[src/rtl/grid_stream_pkg.sv]
`default_nettype none
// ============================================================================
// grid_stream_pkg : shared types and widths for the grid row streamer
// Rev 1.0
// ============================================================================
package grid_stream_pkg;

  localparam int ROWS_DEF = 8;
  localparam int COLS_DEF = 8;
  localparam int FRAME_W  = 16;
  localparam int DROP_W   = 8;

  typedef enum logic [1:0] {
    S_IDLE    = 2'd0,
    S_ROWS    = 2'd1,
    S_TRAILER = 2'd2
  } state_t;

  function automatic int row_idx_w(input int rows);
    return (rows > 1) ? $clog2(rows) : 1;
  endfunction

endpackage
`default_nettype wire

[src/rtl/grid_popcount.sv]
`default_nettype none
// ============================================================================
// grid_popcount : combinational count of set bits across the flattened grid
// Rev 1.0
// ============================================================================
module grid_popcount #(
  parameter int N = 64,
  parameter int W = $clog2(N + 1)
) (
  input  logic [N-1:0] i_bits,
  output logic [W-1:0] o_count
);

  always_comb begin
    o_count = '0;
    for (int i = 0; i < N; i++) begin
      o_count = o_count + W'(i_bits[i]);
    end
  end

endmodule
`default_nettype wire

[src/rtl/grid_row_streamer.sv]
`default_nettype none
// ============================================================================
// grid_row_streamer : snapshots the life grid and streams it one row per beat
// Optional macro GRID_POPCOUNT_EN appends a population-count trailer beat.
// Rev 1.0
// ============================================================================
module grid_row_streamer
  import grid_stream_pkg::*;
#(
  parameter int ROWS = ROWS_DEF,
  parameter int COLS = COLS_DEF
) (
  input  logic                    clk,
  input  logic                    _rst,
  input  logic [ROWS*COLS-1:0]    grid_i,
  input  logic                    snap_req,
  output logic                    m_valid,
  input  logic                    m_ready,
  output logic [COLS-1:0]         m_data,
  output logic [$clog2(ROWS)-1:0] m_row,
  output logic                    m_last,
  output logic                    m_trailer,
  output logic [FRAME_W-1:0]      m_frame,
  output logic                    busy,
  output logic [DROP_W-1:0]       drop_cnt
);

  localparam int RW = row_idx_w(ROWS);
  localparam logic [RW-1:0] c_LAST_ROW = RW'(ROWS - 1);

  state_t               r_state, w_state_nxt;
  logic [ROWS*COLS-1:0] r_snap;
  logic [RW-1:0]        r_row, w_row_nxt;
  logic [FRAME_W-1:0]   r_frame_cnt, r_frame;
  logic [DROP_W-1:0]    r_drop;
  logic                 w_hs, w_on_last_row, w_final, w_accept, w_reject;
  logic [COLS-1:0]      w_row_data;

`ifdef GRID_POPCOUNT_EN
  localparam int PW = $clog2(ROWS * COLS + 1);
  logic [PW-1:0] w_pop, r_pop;

  if (PW > COLS) begin : g_pop_width_chk
    $error("grid_row_streamer: population count does not fit in COLS bits");
  end

  grid_popcount #(.N(ROWS * COLS), .W(PW)) u_popcount (
    .i_bits  (grid_i),
    .o_count (w_pop)
  );

  always_ff @(posedge clk) begin
    if (_rst)          r_pop <= '0;
    else if (w_accept) r_pop <= w_pop;
  end

  assign w_final = w_hs && (r_state == S_TRAILER);
`else
  assign w_final = w_hs && w_on_last_row;
`endif

  assign w_hs          = m_valid && m_ready;
  assign w_on_last_row = (r_state == S_ROWS) && (r_row == c_LAST_ROW);
  // A request landing on the final handshake chains straight into the next frame.
  assign w_accept      = snap_req && ((r_state == S_IDLE) || w_final);
  assign w_reject      = snap_req && (r_state != S_IDLE) && !w_final;
  assign w_row_data    = r_snap[int'(r_row)*COLS +: COLS];

  always_comb begin
    w_state_nxt = r_state;
    w_row_nxt   = r_row;
    case (r_state)
      S_IDLE: begin
        if (w_accept) begin
          w_state_nxt = S_ROWS;
          w_row_nxt   = '0;
        end
      end
      S_ROWS: begin
        if (w_hs) begin
          if (!w_on_last_row) begin
            w_row_nxt = r_row + RW'(1);
          end else begin
`ifdef GRID_POPCOUNT_EN
            w_state_nxt = S_TRAILER;
`else
            w_state_nxt = w_accept ? S_ROWS : S_IDLE;
`endif
            w_row_nxt   = '0;
          end
        end
      end
`ifdef GRID_POPCOUNT_EN
      S_TRAILER: begin
        if (w_hs) begin
          w_state_nxt = w_accept ? S_ROWS : S_IDLE;
          w_row_nxt   = '0;
        end
      end
`endif
      default: begin
        w_state_nxt = S_IDLE;
        w_row_nxt   = '0;
      end
    endcase
  end

  always_comb begin
    m_data    = '0;
    m_last    = 1'b0;
    m_trailer = 1'b0;
    if (r_state == S_ROWS) begin
      m_data = w_row_data;
`ifndef GRID_POPCOUNT_EN
      m_last = w_on_last_row;
`endif
    end
`ifdef GRID_POPCOUNT_EN
    if (r_state == S_TRAILER) begin
      m_data    = COLS'(r_pop);
      m_last    = 1'b1;
      m_trailer = 1'b1;
    end
`endif
  end

  assign m_valid  = (r_state != S_IDLE);
  assign busy     = m_valid;
  assign m_row    = r_row;
  assign m_frame  = r_frame;
  assign drop_cnt = r_drop;

  always_ff @(posedge clk) begin
    if (_rst) begin
      r_state     <= S_IDLE;
      r_row       <= '0;
      r_snap      <= '0;
      r_frame_cnt <= '0;
      r_frame     <= '0;
      r_drop      <= '0;
    end else begin
      r_state <= w_state_nxt;
      r_row   <= w_row_nxt;
      if (w_accept) begin
        r_snap      <= grid_i;
        r_frame     <= r_frame_cnt;
        r_frame_cnt <= r_frame_cnt + FRAME_W'(1);
      end
      if (w_reject && (r_drop != '1)) begin
        r_drop <= r_drop + DROP_W'(1);
      end
    end
  end

endmodule
`default_nettype wire

[config.mk]
export PLATFORM = sky130hd
export DESIGN_NAME = grid_row_streamer
export DESIGN_NICKNAME = d
export VERILOG_FILES = /design/src/rtl/grid_stream_pkg.sv /design/src/rtl/grid_popcount.sv /design/src/rtl/grid_row_streamer.sv
export SDC_FILE = /design/constraint.sdc
export NUM_CORES = 1
export LEC_CHECK = 0
export ABC_CLOCK_PERIOD_IN_PS = 2100
export CORE_UTILIZATION = 30
export CTS_CLUSTER_SIZE = 14
export DETAILED_ROUTE_END_ITERATION = 10
export MAX_ROUTING_LAYER = met4
export SLEW_MARGIN = 20
export SYNTH_ARGS = -nofsm -noshare
export SYNTH_HDL_FRONTEND = slang
export SYNTH_HIERARCHICAL = 1
export SYNTH_SLANG_ARGS = --single-unit
[constraint.sdc]
create_clock -name clk -period 2.1 [get_ports clk]
set_input_delay 0.42 -clock clk [delete_from_list [all_inputs] [get_ports clk]]
set_output_delay 0.42 -clock clk [all_outputs]
set_load 0.01 [all_outputs]
==> run_results.csv, run 1 <==
group,metric,value,unit
placed_design,dpl.hpwl,8930,um
synth,netlist_area,4590,um^2
floorplan,placementRows,44,
route,route.detailed.drc,0,
route,drt-initial-drc-count,205,
grt,grt_max_degree,71,
status,status,"complete, but fails checks",
grt,grt_pass1_vias,4138,
cts,cts-buffers-inserted,9,
placed_design,place_inst,827,
synth,ys_warn_count,6,
setup_path,worstPathRequired,1.68,ns
sta,finalHoldViolations,0,
cts,clockRootBuffer,"clkbuf_16",
cts,cts_hold_buffers,0,
cts,clk_pin_slew,0.07,ns
route,drt_wl_total,12200,um
floorplan,core,14800,um^2
setup_path,end_kind,"primary output",
synth,yosysUniqueCellTypes,43,
final_layout,final_nets,726,
power,p_total,4.48,mW
final_layout,nFillCells,1463,
synth,yosys_most_used_dff,"dfxtp_1",
sta,setup_viol_count_final,2,
sta,final_max_slew_viol_count,0,
route,viasPerCell,4.81,
route,antenna_left,0,
final_layout,fin_area,6270,um^2
grt,grt_pass1_wl,20000,um
synth,async_reset_ff_frac,0,
status,violations,"negative setup slack",
synth,synth_edf_count,0,
cts,cts.sinks,108,
final_layout,area_delta_synth_final,36.5,%
sta,finalWorstSetupSlack,-0.00927,ns
placed_design,gp_congestion,0.788,
synth,synth_nets,622,
setup_path,cp-start-kind,"flip-flop",
setup_path,path_class,"flip-flop to primary output",
sta,rsz0062_at_grt,"yes",
sta,clock.fmax,0.474,GHz
final_layout,layout-drive-gt1-share,0.125,
cts,clk_latency,0.35,ns
setup_path,r2r_slack,0.13,ns
floorplan,num_io_pins,107,
worst_hold_path,min-delay-path-class,"flip-flop to flip-flop",
setup_path,slowest_stage,"mux4_2",
sta,finalCritPeriodShare,1.00,
cts,ctsLongestPathBuffers,2,
floorplan,initial_core_util,0.311,
grt,grt_antenna_before_repair,1,
synth,postSynthCellCount,550,
run,cap_viol_max_count,0,
floorplan,die_w,126,um
setup_path,crit_family,"multiplexers",
placed_design,io_buffers,105,
setup_path,max_stage_delay,0.51,ns
power,irDropWorstVdd,425,uV
synth,ys_ff_latch,108,
sta,period_minus_slack,2.11,ns
placed_design,placed_area,5960,um^2
setup_path,critPathMaxFanout,5,
setup_path,crit_chain,"buf_6 > mux4_2 > nand2_2 > a21boi_2 > buf_2",
power,p_per_area,713,nW/um^2
grt,grt_overflow,0,
grt,grt.total_usage,0.166,
setup_path,cp.buffers_inverters,2,
sta,skew,0.00473,ns
cts,htree_levels,3,
cts,cts_tree,"done",
floorplan,die_h,126,um
power,p_leak,2.23,nW
synth,ys_seq_area_frac,0.471,
route,drtPass1Iterations,4,
route,wl_per_cell,14.5,um
setup_path,worst-endpoint-arrival,1.69,ns
final_layout,final_core_util,0.425,
synth,avgSynthCellArea,8.35,um^2
route,vias,4059,
final_layout,stdcell_count,843,
sta,timing.hold.ws,0.455,ns
floorplan,die_area,15800,um^2
[flip-flops by register name, indices dropped and copies added (netlist names)]
signal       cells
r_snap          64
m_frame         16
r_frame_cnt     16
drop_cnt         8
m_row            3
r_state          1
[cells in the mapped netlist (2+ instances only)]
master	instances	share of area
a21boi_0	8	0.013
a21oi_1	94	0.10
and3_1	4	0.0054
and4_1	2	0.0038
buf_1	3	0.0025
buf_2	4	0.0044
buf_4	2	0.0033
clkbuf_1	28	0.023
dfxtp_1	108	0.47
ha_1	4	0.011
inv_1	3	0.0025
mux2_2	3	0.0074
mux4_2	16	0.078
nand2_1	187	0.15
nand3_1	8	0.0087
nand4_1	5	0.0068
nor2_1	19	0.016
nor2b_1	3	0.0041
nor3_1	4	0.0044
nor3b_1	2	0.0033
o21ai_0	3	0.0033
o31ai_1	6	0.0098
or3_1	2	0.0027
or4_1	6	0.0098
xnor2_1	4	0.0076
xor2_1	5	0.0095
[worst reg2reg max path, stage by stage, from the launching register on]
cell and delay [ns]:
dfxtp_4 0.37, buf_6 0.13, ha_1 0.22, ha_4 0.19, a21boi_4 0.26, o211ai_4 0.12
buf_4 0.18, or3_1 0.30, a21oi_1 0.14
[cell usage in the layout (no fill, tap or decap), types with 4 or more instances in the layout]
cell type,Yosys,final
a21boi_1,0,5
nand4_1,5,5
nand2_1,187,185
or4_1,6,6
buf_2,4,9
a21oi_1,94,94
and3_1,4,4
buf_4,2,20
clkbuf_16,0,9
mux4_2,16,16
xor2_1,5,5
clkdlybuf4s50_1,0,95
buf_6,0,4
xnor2_1,4,4
nand3_1,8,8
nor3_1,4,4
nor2_1,19,18
dfxtp_1,108,106
o31ai_1,6,6
[path summary, 6_finish.rpt]
| kind | start | endpoint | cells past startpoint |
|---|---|---|---|
| max | m_row[0]$_SDFFE_PP0P_ | m_data[5] | 5 |
| min | m_frame[15]$_SDFFE_PP0P_ | m_frame[15]$_SDFFE_PP0P_ | 2 |
| max reg2reg | m_row[0]$_SDFFE_PP0P_ | drop_cnt[3]$_SDFFE_PP0P_ | 8 |
| min reg2reg | m_frame[15]$_SDFFE_PP0P_ | m_frame[15]$_SDFFE_PP0P_ | 2 |
[stage by stage]
step / setup slack, ns / setup TNS, ns
5_1_grt: -0.0808 / -0.478
6_report: -0.00927 / -0.0145
4_1_cts: -0.0192 / -0.0660
3_3_place_gp: -0.0903 / -0.462
2_1_floorplan: 0.0657 / 0
3_5_place_dp: -0.119 / -0.679
[routing by layer]
metal	share of wire	routed length [um]	track usage
met5	0	0	-
met4	0.018	215	0.0560
met1	0.43	5270	0.185
met3	0.047	576	0.0497
met2	0.50	6180	0.283
[cell families after synthesis]
kind of cell,after synthesis,synth area share
AO/OA/AOI/OAI,119,0.148
multiplexers,20,0.0880
AND/OR/NAND/NOR,247,0.228
other,1,0.000816
XOR/XNOR,9,0.0172
buffers and inverters,42,0.0373
adder cells (fa/ha/maj),4,0.0109
flip-flops,108,0.471
[layout make-up]
| cell class | instances | area, um^2 | area share |
|---|---|---|---|
| repair buffers | 131 | 1250 | 0.199 |
| clock inverters | 5 | 85.1 | 0.0136 |
| clock buffers | 10 | 229 | 0.0365 |
| multi-input cells | 400 | 2290 | 0.366 |
| well taps | 184 | 230 | 0.0367 |
| inverters | 4 | 15.0 | 0.00239 |
| diodes | 1 | 2.50 | 0.000399 |
| flip-flops and latches | 108 | 2170 | 0.345 |
[repair_timing]
item | CTS | global route
gates resized for setup | 52 | 5
setup endpoints to repair | 16 | 9
setup buffers | 0 | 0
pin swaps | 5 | 2
[where the power goes]
part,switching (mW),internal [mW]
logic,0.225,0.263
clock network,0.757,1.05
registers,0.0581,2.13
total,1.04,3.43
(Power assumes the default switching activity.)
==> inputs of run 2 (changes only) <==
- CELL_PAD_IN_SITES_DETAIL_PLACEMENT: unset -> 1
- CELL_PAD_IN_SITES_GLOBAL_PLACEMENT: unset -> 1
- PLACE_DENSITY_LB_ADDON: unset -> 0.1
==> run_results.csv, run 2 (synthesis gave the netlist of run 1 again) <==
group,metric,value,unit
status,status,"complete, but fails checks",
status,violations,"negative setup slack",
grt,grt_antenna_before_repair,0,
worst_hold_path,min_from,"_rst",
route,route.detailed.drc,0,
placed_design,place_inst,833,
floorplan,core,14800,um^2
cts,ctsLongestPathBuffers,2,
grt,grt_overflow,0,
run,cap_viol_max_count,0,
cts,cts_tree,"done",
sta,period_minus_slack,2.14,ns
route,antenna_left,0,
route,drt_wl_total,13400,um
sta,setup_viol_count_final,2,
setup_path,end_kind,"primary output",
grt,grt_max_degree,54,
final_layout,final_nets,741,
sta,clock.fmax,0.467,GHz
setup_path,reg2regPathDepth,9,
sta,tns,-0.0678,ns
placed_design,dp_worst_setup_slack,-0.0879,ns
sta,finalHoldViolations,0,
cts,htree_levels,3,
sta,finalWorstSetupSlack,-0.0394,ns
floorplan,die_w,126,um
worst_hold_path,min_to,"r_frame_cnt[8]$_SDFFE_PP0P_",
grt,grt_pass1_wl,21900,um
final_layout,largest_reg_flops,64,
cts,cts.sinks,108,
floorplan,placementRows,44,
sta,skew,0.00396,ns
grt,grt_pass1_vias,4486,
route,drt-initial-drc-count,205,
power,p_total,4.46,mW
setup_path,cp-start-kind,"flip-flop",
placed_design,io_buffers,105,
placed_design,dpl.hpwl,9860,um
sta,final_max_slew_viol_count,0,
floorplan,die_h,126,um
grt,grt.total_usage,0.180,
worst_hold_path,min-delay-path-class,"primary input to flip-flop",
route,vias,4235,
final_layout,top_register,"r_snap",
cts,clockRootBuffer,"clkbuf_16",
final_layout,stdcell_count,858,
route,viasPerCell,4.94,
cts,clk_latency,0.35,ns
setup_path,path_class,"flip-flop to primary output",
worst_hold_path,min_delay_path_depth,2,
route,wl_per_cell,15.6,um
cts,cts_hold_buffers,0,
route,drtPass1Iterations,4,
final_layout,final_common_cell,"nand2_1",
setup_path,worstPathRequired,1.68,ns
final_layout,n_antenna_cell,0,
placed_design,gp_congestion,0.783,
floorplan,die_area,15800,um^2
setup_path,r2r_end,"drop_cnt[5]$_SDFFE_PP0P_",
power,p_per_area,682,nW/um^2
sta,rsz0062_at_grt,"yes",
setup_path,reg2reg_from,"m_row[0]$_SDFFE_PP0P_",
setup_path,critPathMaxFanout,6,
setup_path,worst-endpoint-arrival,1.72,ns
final_layout,layout_common_cells,"nand2_1 (177), dfxtp_1 (106), clkdlybuf4s50_1 (95), a21oi_1 (91), buf_4 (28)",
floorplan,initial_core_util,0.311,
setup_path,r2r_slack,0.05,ns
cts,cts-buffers-inserted,9,
floorplan,num_io_pins,107,
sta,timing.hold.ws,0.424,ns
final_layout,area_delta_synth_final,42.3,%
power,irDropWorstVdd,472,uV
final_layout,layout-drive-gt1-share,0.172,
power,p_leak,2.34,nW
cts,clk_pin_slew,0.07,ns
sta,finalCritPeriodShare,1.02,
## run 2: cell count changes in the layout (fill, tap and decap cells not counted), sizes merged
cell	previous run	this run
bufinv	2	1
inv	4	3
clkinv	2	3
diode	1	0
buf	36	51
clkbuf	10	12
## run 2: metal layers
layer,up-vias,wire length [um],GRT usage
met5,-,0,-
met4,0,116,0.0333
met3,11,487,0.0404
met2,73,6800,0.317
met1,2044,6020,0.210
li1,2107,-,-
## run 2: worst max path at each step
stage	startpoint	endpoint	slack, ns
after global placement	m_row[0]$_SDFFE_PP0P_	m_data[5]	-0.05
after detailed placement	m_row[0]$_SDFFE_PP0P_	m_data[0]	-0.09
final	m_row[0]$_SDFFE_PP0P_	m_data[5]	-0.04
after global routing	m_row[0]$_SDFFE_PP0P_	m_data[5]	-0.1
after floorplan	m_row[0]$_SDFFE_PP0P_	m_data[0]	0.07
after CTS	m_row[0]$_SDFFE_PP0P_	m_data[6]	-0.08
## run 2: cell type report
type	count	area (um^2)
multi-input cells	400	2370
clock buffers	12	256
well taps	184	230
flip-flops and latches	108	2170
fillers	1731	8220
clock inverters	4	47.5
repair buffers	146	1450
inverters	4	15.0
## run 2: per-stage QoR
step           area [um^2]   util
2_1_floorplan         4600      -
3_3_place_gp          6040  0.410
3_5_place_dp          6040  0.410
4_1_cts               6430  0.436
5_1_grt               6540  0.443
6_report              6540  0.443
## run 2: repair_timing
| action | CTS | global route |
|---|---|---|
| pin swaps | 13 | 17 |
| setup endpoints to repair | 12 | 47 |
| cloned | 1 | 0 |
| setup buffers | 4 | 7 |
| gates resized for setup | 59 | 27 |
## run 2: where the power goes
group          leakage (nW)  internal, mW  switching, mW
Clock                 0.149         0.987          0.745
Combinational          1.31         0.298          0.246
Sequential            0.882          2.13         0.0568
Total                  2.34          3.41           1.05
## run 2: critical path, cell delays in order (launching register included)
cell and delay [ns]:
dfxtp_4 0.38, buf_12 0.13, buf_6 0.09, mux4_2 0.49, nand2_2 0.07, a21boi_2 0.07, buf_2 0.14
==> inputs of run 3 (changes only) <==
- ABC_CLOCK_PERIOD_IN_PS: 2100 -> 2800
- CAP_MARGIN: unset -> 20
- clock period: 2.1 -> 2.8 ns (I/O delays scaled with it)
==> run_results.csv, run 3 (synthesis gave the netlist of run 1 again) <==
group,metric,value,unit
final_layout,final_common_cell,"nand2_1",
status,status,"complete, no violations",
grt,grt_max_degree,73,
cts,clockRootBuffer,"clkbuf_16",
cts,htree_levels,3,
floorplan,placementRows,44,
route,route.detailed.drc,0,
sta,skew,0.00693,ns
setup_path,end_kind,"primary output",
sta,setup_viol_count_final,0,
cts,cts-buffers-inserted,9,
power,p_leak,2.20,nW
setup_path,path_class,"flip-flop to primary output",
sta,clock.fmax,0.370,GHz
final_layout,layout_common_cells,"nand2_1 (186), dfxtp_1 (107), clkdlybuf4s50_1 (101), a21oi_1 (94), nor2_1 (18)",
sta,final_max_slew_viol_count,0,
final_layout,area_delta_synth_final,35.0,%
placed_design,io_buffers,105,
final_layout,largest_reg_flops,64,
route,drt_wl_total,13200,um
cts,ctsLongestPathBuffers,2,
final_layout,final_nets,713,
final_layout,final_core_util,0.420,
route,viasPerCell,4.96,
final_layout,nFillCells,1735,
floorplan,num_io_pins,107,
cts,cts.sinks,108,
route,wl_per_cell,15.9,um
placed_design,placed_area,5860,um^2
setup_path,worst-endpoint-arrival,2.14,ns
cts,clk_latency,0.35,ns
route,vias,4119,
grt,grt_antenna_before_repair,0,
floorplan,die_h,126,um
floorplan,core,14800,um^2
power,intPower,2.59,mW
final_layout,n_antenna_cell,0,
floorplan,die_w,126,um
cts,cts_tree,"done",
final_layout,fin_area,6200,um^2
final_layout,top_register,"r_snap",
final_layout,regArea,2160,um^2
setup_path,worstPathRequired,2.24,ns
power,p_clk_frac,0.404,
sta,period_minus_slack,2.70,ns
route,drt-initial-drc-count,222,
power,seqPwrFrac,0.488,
power,irDropWorstVdd,370,uV
power,switching_share,0.229,
final_layout,multi_input_area,2270,um^2
sta,finalHoldViolations,0,
cts,postCtsSetupRepairBufs,0,
cts,cts_hold_buffers,0,
cts,clk_pin_slew,0.07,ns
power,combPwrFrac,0.108,
route,antenna_left,0,
power,switching_power,0.768,mW
sta,finalCritPeriodShare,0.964,
grt,grt_pass1_vias,4304,
grt,grt.total_usage,0.179,
grt,grt_overflow,0,
placed_design,gp_congestion,0.811,
floorplan,initial_core_util,0.311,
setup_path,cp-start-kind,"flip-flop",
grt,grt_pass1_wl,21400,um
worst_hold_path,min-delay-path-class,"flip-flop to flip-flop",
final_layout,layout-drive-gt1-share,0.0882,
setup_path,critPathMaxFanout,8,
power,p_per_area,541,nW/um^2
placed_design,dpl.hpwl,9660,um
route,drtPass1Iterations,4,
run,cap_viol_max_count,0,
floorplan,die_area,15800,um^2
==> run 3: cell types whose count changed in the layout (fill, tap and decap cells not counted), sizes merged <==
| cell | before | now |
|---|---|---|
| bufinv | 1 | 2 |
| clkinvlp | 1 | 0 |
| clkdlybuf4s50 | 95 | 101 |
| clkbuf | 12 | 11 |
| dlymetal6s2s | 0 | 3 |
| buf | 51 | 14 |
| clkinv | 3 | 4 |
==> run 3: timing repair <==
action                                  CTS  global route
endpoints found under the setup margin    5             7
gates resized for setup                   2             6
gates cloned                              0             0
hold endpoints to repair                  0             0
==> run 3: layer usage <==
metal	wire length (um)	global-route usage
met4	151	0.0482
met3	524	0.0446
met5	0	-
met1	5860	0.204
met2	6690	0.311
==> run 3: through the flow <==
stage / hold slack, ns / TNS (ns) / total power, mW / std cells / setup slack, ns
after floorplan: 0.433 / 0 / 1.85 / 550 / 0.549
after global placement: 0.442 / 0 / 2.03 / 814 / 0.390
after detailed placement: 0.450 / 0 / 2.04 / 814 / 0.326
after CTS: 0.461 / 0 / 3.42 / 830 / 0.00832
after global routing: 0.485 / -0.00898 / 3.51 / 830 / -0.00898
final: 0.455 / 0 / 3.36 / 830 / 0.0995
==> run 3: critical path, cell delays in order (launching register included) <==
cell             delay [ns]
dfxtp_2                0.40
buf_4                  0.20
ha_1                   0.18
ha_2                   0.27
and2_1                 0.19
clkdlybuf4s50_1        0.56
==> run 3: layout make-up <==
type	count	share of cell area
inverters	4	0.00242
flip-flops and latches	108	0.349
well taps	184	0.0371
clock buffers	11	0.0391
multi-input cells	400	0.366
repair buffers	118	0.194
clock inverters	5	0.0121
==> run 3: path summary, 6_finish.rpt <==
| kind | start | end | slack, ns | cells after the start |
|---|---|---|---|---|
| max | m_row[1]$_SDFFE_PP0P_ | m_last | 0.1 | 5 |
| min | m_frame[14]$_SDFFE_PP0P_ | m_frame[14]$_SDFFE_PP0P_ | 0.46 | 2 |
| max reg2reg | m_row[1]$_SDFFE_PP0P_ | drop_cnt[5]$_SDFFE_PP0P_ | 0.60 | 7 |
| min reg2reg | m_frame[14]$_SDFFE_PP0P_ | m_frame[14]$_SDFFE_PP0P_ | 0.46 | 2 |
==> run 3: power by group through the flow <==
stage	Combinational, mW	Clock, mW	Sequential (mW)
floorplan	0.192	0	1.65
global placement	0.359	0	1.67
detailed placement	0.367	0	1.68
CTS	0.370	1.41	1.64
global route	0.403	1.46	1.65
finish	0.362	1.36	1.64
